**config.mk**
```make
export PLATFORM = sky130hd
export DESIGN_NAME = io_sequencer_flat
export DESIGN_NICKNAME = d
export VERILOG_FILES = /design/src/rtl/io_sequencer_if.sv /design/src/rtl/io_sequencer.sv /design/src/flat_wrapper.sv
export SDC_FILE = /design/constraint.sdc
export NUM_CORES = 1
export LEC_CHECK = 0
export CAP_MARGIN = 20
export CORE_AREA = 2 2 87 89
export DETAILED_ROUTE_END_ITERATION = 12
export DIE_AREA = 0 0 89 91
export MAX_ROUTING_LAYER = met4
export PLACE_DENSITY = 0.81
export SLEW_MARGIN = 20
export SYNTH_ARGS = -nofsm -noshare
export SYNTH_HDL_FRONTEND = slang
export SYNTH_SLANG_ARGS = --single-unit
```
**constraint.sdc**
```tcl
create_clock -name clk -period 3.2 [get_ports clk]
set_clock_uncertainty 0.15 [all_clocks]
set_input_delay 0.48 -clock clk [delete_from_list [all_inputs] [get_ports clk]]
set_output_delay 0.48 -clock clk [all_outputs]
set_load 0.02 [all_outputs]
```
**src/rtl/io_sequencer_if.sv**
```systemverilog
// ---------------------------------------------------------------------------
// io_sequencer_if
//   Bundle of everything that passes between the I/O sequencer and the
//   blocks around it: the control unit (requests, stall, done), the board
//   debouncers (switch, enter), the register-file write-data mux (in_data)
//   and the BCD/7-segment path (disp_value, disp_write).
//
//   master : control unit / board side. Drives the requests, out_data,
//            switch and enter; receives the sequencer outputs.
//   slave  : io_sequencer side.
// ---------------------------------------------------------------------------
interface io_sequencer_if #(
    parameter int DATA_W = 32,
    parameter int IN_W   = 16
);
    logic              in_req;
    logic              out_req;
    logic [DATA_W-1:0] out_data;
    logic [IN_W-1:0]   switch;
    logic              enter;
    logic              stall;
    logic              done;
    logic [DATA_W-1:0] in_data;
    logic [DATA_W-1:0] disp_value;
    logic              disp_write;
    logic              busy;

    modport master (
        output in_req, out_req, out_data, switch, enter,
        input  stall, done, in_data, disp_value, disp_write, busy
    );

    modport slave (
        input  in_req, out_req, out_data, switch, enter,
        output stall, done, in_data, disp_value, disp_write, busy
    );
endinterface

```
**src/rtl/io_sequencer.sv**
```systemverilog
// ---------------------------------------------------------------------------
// io_sequencer
//   Multicycle IN/OUT controller. An OUT latches out_data into the display
//   register and holds the control unit stalled for HOLD_CYCLES cycles. An
//   IN stalls until a debounced enter press, then captures the switches.
//   Each operation ends with a one-cycle done pulse during which stall is
//   low, so the control unit advances on the done cycle.
//
//   Ports:
//     clk    system clock, rising edge
//     reset  synchronous, active-low
//     bus    io_sequencer_if.slave:
//              in_req, out_req, out_data, switch, enter  (inputs)
//              stall, done, in_data, disp_value, disp_write, busy (outputs)
// ---------------------------------------------------------------------------
module io_sequencer #(
    parameter int DATA_W      = 32,
    parameter int IN_W        = 16,
    parameter int HOLD_CYCLES = 4
) (
    input  logic           clk,
    input  logic           reset,
    io_sequencer_if.slave  bus
);

    typedef enum logic [1:0] {
        IDLE,
        WAIT_IN,
        OUT_HOLD,
        DONE
    } state_t;

    localparam logic [7:0] HOLD_LAST = 8'(HOLD_CYCLES - 1);

    state_t            state;
    state_t            nextState;
    logic [7:0]        cnt;
    logic              enterQ;
    logic              enterRise;
    logic [DATA_W-1:0] inDataReg;
    logic [DATA_W-1:0] dispValueReg;

    assign enterRise = bus.enter & ~enterQ;

    // enterQ resets high so a button held through reset is not a press.
    always_ff @(posedge clk) begin
        if (!reset) begin
            state        <= IDLE;
            cnt          <= '0;
            enterQ       <= 1'b1;
            inDataReg    <= '0;
            dispValueReg <= '0;
        end else begin
            state  <= nextState;
            enterQ <= bus.enter;
            if (state == IDLE && bus.out_req) begin
                dispValueReg <= bus.out_data;
                cnt          <= HOLD_LAST;
            end else if (state == OUT_HOLD && cnt != 8'd0) begin
                cnt <= cnt - 8'd1;
            end
            if (state == WAIT_IN && enterRise) begin
                inDataReg <= DATA_W'(bus.switch);
            end
        end
    end

    always_comb begin
        nextState = state;
        unique case (state)
            IDLE: begin
                // OUT wins a tie; a still-pending in_req is served afterwards.
                if (bus.out_req) begin
                    nextState = OUT_HOLD;
                end else if (bus.in_req) begin
                    nextState = WAIT_IN;
                end
            end
            WAIT_IN: begin
                if (enterRise) begin
                    nextState = DONE;
                end
            end
            OUT_HOLD: begin
                if (cnt == 8'd0) begin
                    nextState = DONE;
                end
            end
            DONE: begin
                nextState = IDLE;
            end
            default: begin
                nextState = IDLE;
            end
        endcase
    end

    // The counter is loaded with HOLD_LAST on entry and decrements every
    // cycle, so it still equals HOLD_LAST only in the first OUT_HOLD cycle.
    assign bus.disp_write = (state == OUT_HOLD) && (cnt == HOLD_LAST);
    assign bus.done       = (state == DONE);
    assign bus.busy       = (state != IDLE);
    assign bus.stall      = ((state == IDLE) && (bus.in_req || bus.out_req))
                          || (state == WAIT_IN)
                          || (state == OUT_HOLD);
    assign bus.in_data    = inDataReg;
    assign bus.disp_value = dispValueReg;

endmodule

```
**src/flat_wrapper.sv**
```systemverilog
// flat-port wrapper written by rule: the top's interface ports become plain ports
module io_sequencer_flat 
#(
    parameter int DATA_W      = 32,
    parameter int IN_W        = 16,
    parameter int HOLD_CYCLES = 4
)
  (clk, reset, bus_in_req, bus_out_req, bus_out_data, bus_switch, bus_enter, bus_stall, bus_done, bus_in_data, bus_disp_value, bus_disp_write, bus_busy);
  io_sequencer_if #(.DATA_W(DATA_W), .IN_W(IN_W)) bus_i ();
  input  logic clk;
  input  logic reset;
  input wire logic [$bits(bus_i.in_req)-1:0] bus_in_req;
  input wire logic [$bits(bus_i.out_req)-1:0] bus_out_req;
  input wire logic [$bits(bus_i.out_data)-1:0] bus_out_data;
  input wire logic [$bits(bus_i.switch)-1:0] bus_switch;
  input wire logic [$bits(bus_i.enter)-1:0] bus_enter;
  output wire logic [$bits(bus_i.stall)-1:0] bus_stall;
  output wire logic [$bits(bus_i.done)-1:0] bus_done;
  output wire logic [$bits(bus_i.in_data)-1:0] bus_in_data;
  output wire logic [$bits(bus_i.disp_value)-1:0] bus_disp_value;
  output wire logic [$bits(bus_i.disp_write)-1:0] bus_disp_write;
  output wire logic [$bits(bus_i.busy)-1:0] bus_busy;
  assign bus_i.in_req = bus_in_req;
  assign bus_i.out_req = bus_out_req;
  assign bus_i.out_data = bus_out_data;
  assign bus_i.switch = bus_switch;
  assign bus_i.enter = bus_enter;
  assign bus_stall = bus_i.stall;
  assign bus_done = bus_i.done;
  assign bus_in_data = bus_i.in_data;
  assign bus_disp_value = bus_i.disp_value;
  assign bus_disp_write = bus_i.disp_write;
  assign bus_busy = bus_i.busy;
  io_sequencer #(.DATA_W(DATA_W), .IN_W(IN_W), .HOLD_CYCLES(HOLD_CYCLES)) u_core (.clk(clk), .reset(reset), .bus(bus_i));
endmodule
```
==> flow_metrics.py <==
metrics = {
    "outcome": {
        "status": "completed",
    },
    "power": {
        "power.density_mw_per_mm2": 695.5,
        "max-vdd-ir-drop_mv": 0.2831,
        "leakage_nw": 1.381,
    },
    "setup_path": {
        "crit_chain": "or4_4, nor4_1, clkdlybuf4s50_1",
        "rr_startpoint": "u_core.cnt[0]$_SDFFE_PN0P_",
        "cp.arrival_ns": 2.18,
        "crit_slowest_cell": "clkdlybuf4s50_1",
        "worst-path-max-fanout": 7,
        "end_kind": "primary output",
        "reg2reg_depth": 6,
        "regToRegSetupSlack_ns": 1.27,
        "critPathKind": "flop to primary output",
        "start_kind": "flop",
        "slowest_delay_ns": 0.65,
        "r2r-end": "u_core.state[1]$_SDFFE_PN0P_",
        "critPathRequiredTime_ns": 2.57,
    },
    "floorplan": {
        "die-area_mm2": 0.008099,
        "rows": 31,
        "start_util": 0.3387,
        "ios": 121,
        "die_w_um": 89,
        "core_area_mm2": 0.007137,
        "die_h_um": 91,
    },
    "detailed_routing": {
        "antenna_left": 0,
        "first_iter_violations": 89,
        "wl_um": 6182,
        "drc_errors": 0,
        "wl_per_cell_um": 12.22,
        "avgViaCountPerCell": 4.466,
        "dr_total_vias": 2260,
        "route.met3.wl_um": 367,
        "wl_met2_um": 3068,
        "wl_met1_um": 2676,
        "top_layer": "met4",
        "dr.pass1.iters": 4,
    },
    "global_route": {
        "grt_usage": 0.1600,
        "grt_pass1_wl_um": 9936,
        "grt_overflow": 0,
        "grt_pass1_vias": 2140,
        "antenna_found_initial": 0,
        "grt_max_degree": 36,
    },
    "synth": {
        "synth_area_mm2": 0.002417,
        "synth_mux_area_frac": 0.008282,
        "yosys.area.top_type": "dfxtp_1",
        "synth-seq-cells": 59,
        "yosysWarnings": 0,
        "synth.avg_cell_area_um2": 8.031,
        "synth_top_family_by_area": "simple AND/OR/NAND/NOR gates",
        "yosys.cell_types.count": 33,
        "synth_compound_area_frac": 0.1532,
        "synthAdderAreaFrac": 0.04141,
        "yosysTopAreaCellShare": 0.4886,
        "synthXorXnorAreaFrac": 0.01087,
        "synth-seq-area-share": 0.4886,
        "syn_inst": 301,
        "synthTopCellsByArea": "dfxtp_1 (49%), nand2_1 (16%), a21oi_1 (11%), buf_4 (5.0%), ha_1 (4.1%)",
        "synthSimpleGateAreaFrac": 0.2076,
    },
    "timing": {
        "fin_crit_sh": 0.8789,
        "setup_viol": 0,
        "finalSetupTns_ns": 0,
        "max_freq_mhz": 355.6,
        "rsz0062_at_grt": "false",
        "finalMaxSlewViolations": 0,
        "finalHoldViolations": 0,
        "min_period_ns": 2.812,
    },
    "placement": {
        "gp_congestion": 0.7986,
        "port_buffers": 104,
        "placed_area_mm2": 0.003488,
        "hpwl_um": 4442,
    },
    "clocking": {
        "htree_levels": 3,
        "clockBufferDepth": 2,
        "cts_tree": "built",
        "cts_resized": 0,
        "cts.reportedPaths.clkPinSlew_ns": 0.06,
        "post_cts_buffers": 0,
        "root_buffer": "clkbuf_8",
        "cts_sinks": 59,
        "numCtsBuffers": 9,
        "insertion_delay_ns": 0.32,
        "cts_hold_buf": 0,
    },
    "layout": {
        "drive_gt1_frac": 0.05897,
        "fin_area_mm2": 0.003689,
        "multi_input_area_mm2": 0.001079,
        "fillers": 695,
        "regArea_mm2": 0.001181,
        "areaGrowthSynthToFinish_pct": 52.59,
        "nets": 465,
        "antenna_cells": 0,
    },
    "job": {
        "maxCapViolCount": 0,
    },
    "hold_path": {
        "min_to": "u_core.bus.disp_value[11]$_SDFFE_PN0P_",
        "holdPathStages": 2,
        "min_from": "u_core.bus.disp_value[11]$_SDFFE_PN0P_",
        "min_path_type": "flop to flop",
    },
}
-- layer usage --
metal,global-route usage,up-vias
met2,0.2488,59
met3,0.05636,6
met5,-,-
li1,-,1162
met1,0.1883,1033
met4,0.06219,0
-- worst max-delay path by stage --
stage               cells after the start                        from  slack (ns)              to
floorplan                               3  u_core.cnt[3]$_SDFFE_PP0P_        0.88  bus_disp_write
global placement                        4                 bus_out_req        0.72       bus_stall
detailed placement                      4                 bus_out_req        0.66       bus_stall
CTS                                     3  u_core.cnt[3]$_SDFFE_PP0P_        0.37  bus_disp_write
global route                            3  u_core.cnt[3]$_SDFFE_PP0P_        0.32  bus_disp_write
finish                                  3  u_core.cnt[3]$_SDFFE_PP0P_        0.39  bus_disp_write
-- registers in the layout (all words and copies together), names as in the netlist --
signal                 cells
u_core.bus.disp_value     32
u_core.bus.in_data        16
u_core.cnt                 8
u_core.enterQ              1
u_core.state               2
-- report_power, final --
group / total [mW] / internal, mW / switching, mW / leakage (nW)
registers: 0.939 / 0.856 / 0.0832 / 0.481
clock network: 0.683 / 0.414 / 0.269 / 0.104
logic: 0.943 / 0.415 / 0.528 / 0.795
-- critical path, delay by kind of cell (launching register included) --
family / cells / cell delay, ns
buffers and inverters: 1 / 0.65
DFF: 1 / 0.36
and+or+nand+nor: 2 / 0.86
-- cell usage after synthesis, drive strengths merged --
cell type,number
xor2,2
and2,1
or3b,1
o21ai,3
nor3,2
or3,1
nor4,2
conb,1
a311oi,3
mux2i,2
clkbuf,15
a21oi,53
xnor2,1
o211ai,2
clkinv,1
or4,3
dfxtp,59
o21a,1
nand2b,2
inv,6
o2111ai,2
or2,1
a22oi,1
buf,17
o31ai,1
ha,8
nor2,6
nand2,104
-- per-stage QoR --
| stage | instances | utilization | power, mW | hold slack [ns] | worst slack (ns) |
|---|---|---|---|---|---|
| floorplan | 316 | - | 1.551 | 0.3124 | 0.8794 |
| global placement | 492 | 0.4888 | 1.868 | 0.2903 | 0.7216 |
| detailed placement | 492 | 0.4888 | 1.899 | 0.2965 | 0.6632 |
| CTS | 506 | 0.5168 | 2.595 | 0.3047 | 0.3663 |
| global route | 506 | 0.5168 | 2.740 | 0.3217 | 0.3195 |
| finish | 506 | 0.5168 | 2.565 | 0.3038 | 0.3876 |
-- logic make-up after synthesis --
kind of cell    Yosys count
simple gates            123
xor+xnor                  3
compound gates           66
other cells               1
mux                       2
fa+ha+maj                 8
flops                    59
buf+inv                  39
-- cells in the final DEF, fill, tap and decap left out --
master and instances:
o2111ai_1 2, conb_1 16, or4_4 1, a21oi_1 53, o211ai_1 1, nand2_1 104, bufinv_16 1, o21ai_2 1
mux2i_1 2, xor2_1 2, nor3_1 2, or4_1 2, a22oi_1 1, inv_1 6, buf_4 5, or2_2 1
nor4_1 2, nand2b_1 2, o211ai_2 1, o21ai_0 1, o21a_1 1, and2_1 1, or3b_2 1, a311oi_1 3
dfxtp_1 59, clkinv_1 1, clkdlybuf4s50_1 104, clkbuf_8 12, o21ai_1 1, xnor2_1 1, nor2_1 6, o31ai_1 1
ha_1 8, clkinv_2 1, or3_1 1
-- area by class of cell --
| cell class | count | area share |
|---|---|---|
| timing repair buffer | 109 | 0.2924 |
| clock buffer | 12 | 0.04478 |
| clock inverter | 2 | 0.009498 |
| sequential | 59 | 0.3202 |
| tap | 99 | 0.03358 |
| inverter | 7 | 0.007123 |
| multi-input combinational | 218 | 0.2924 |
Note: power is estimated with default switching activity, not from simulation.
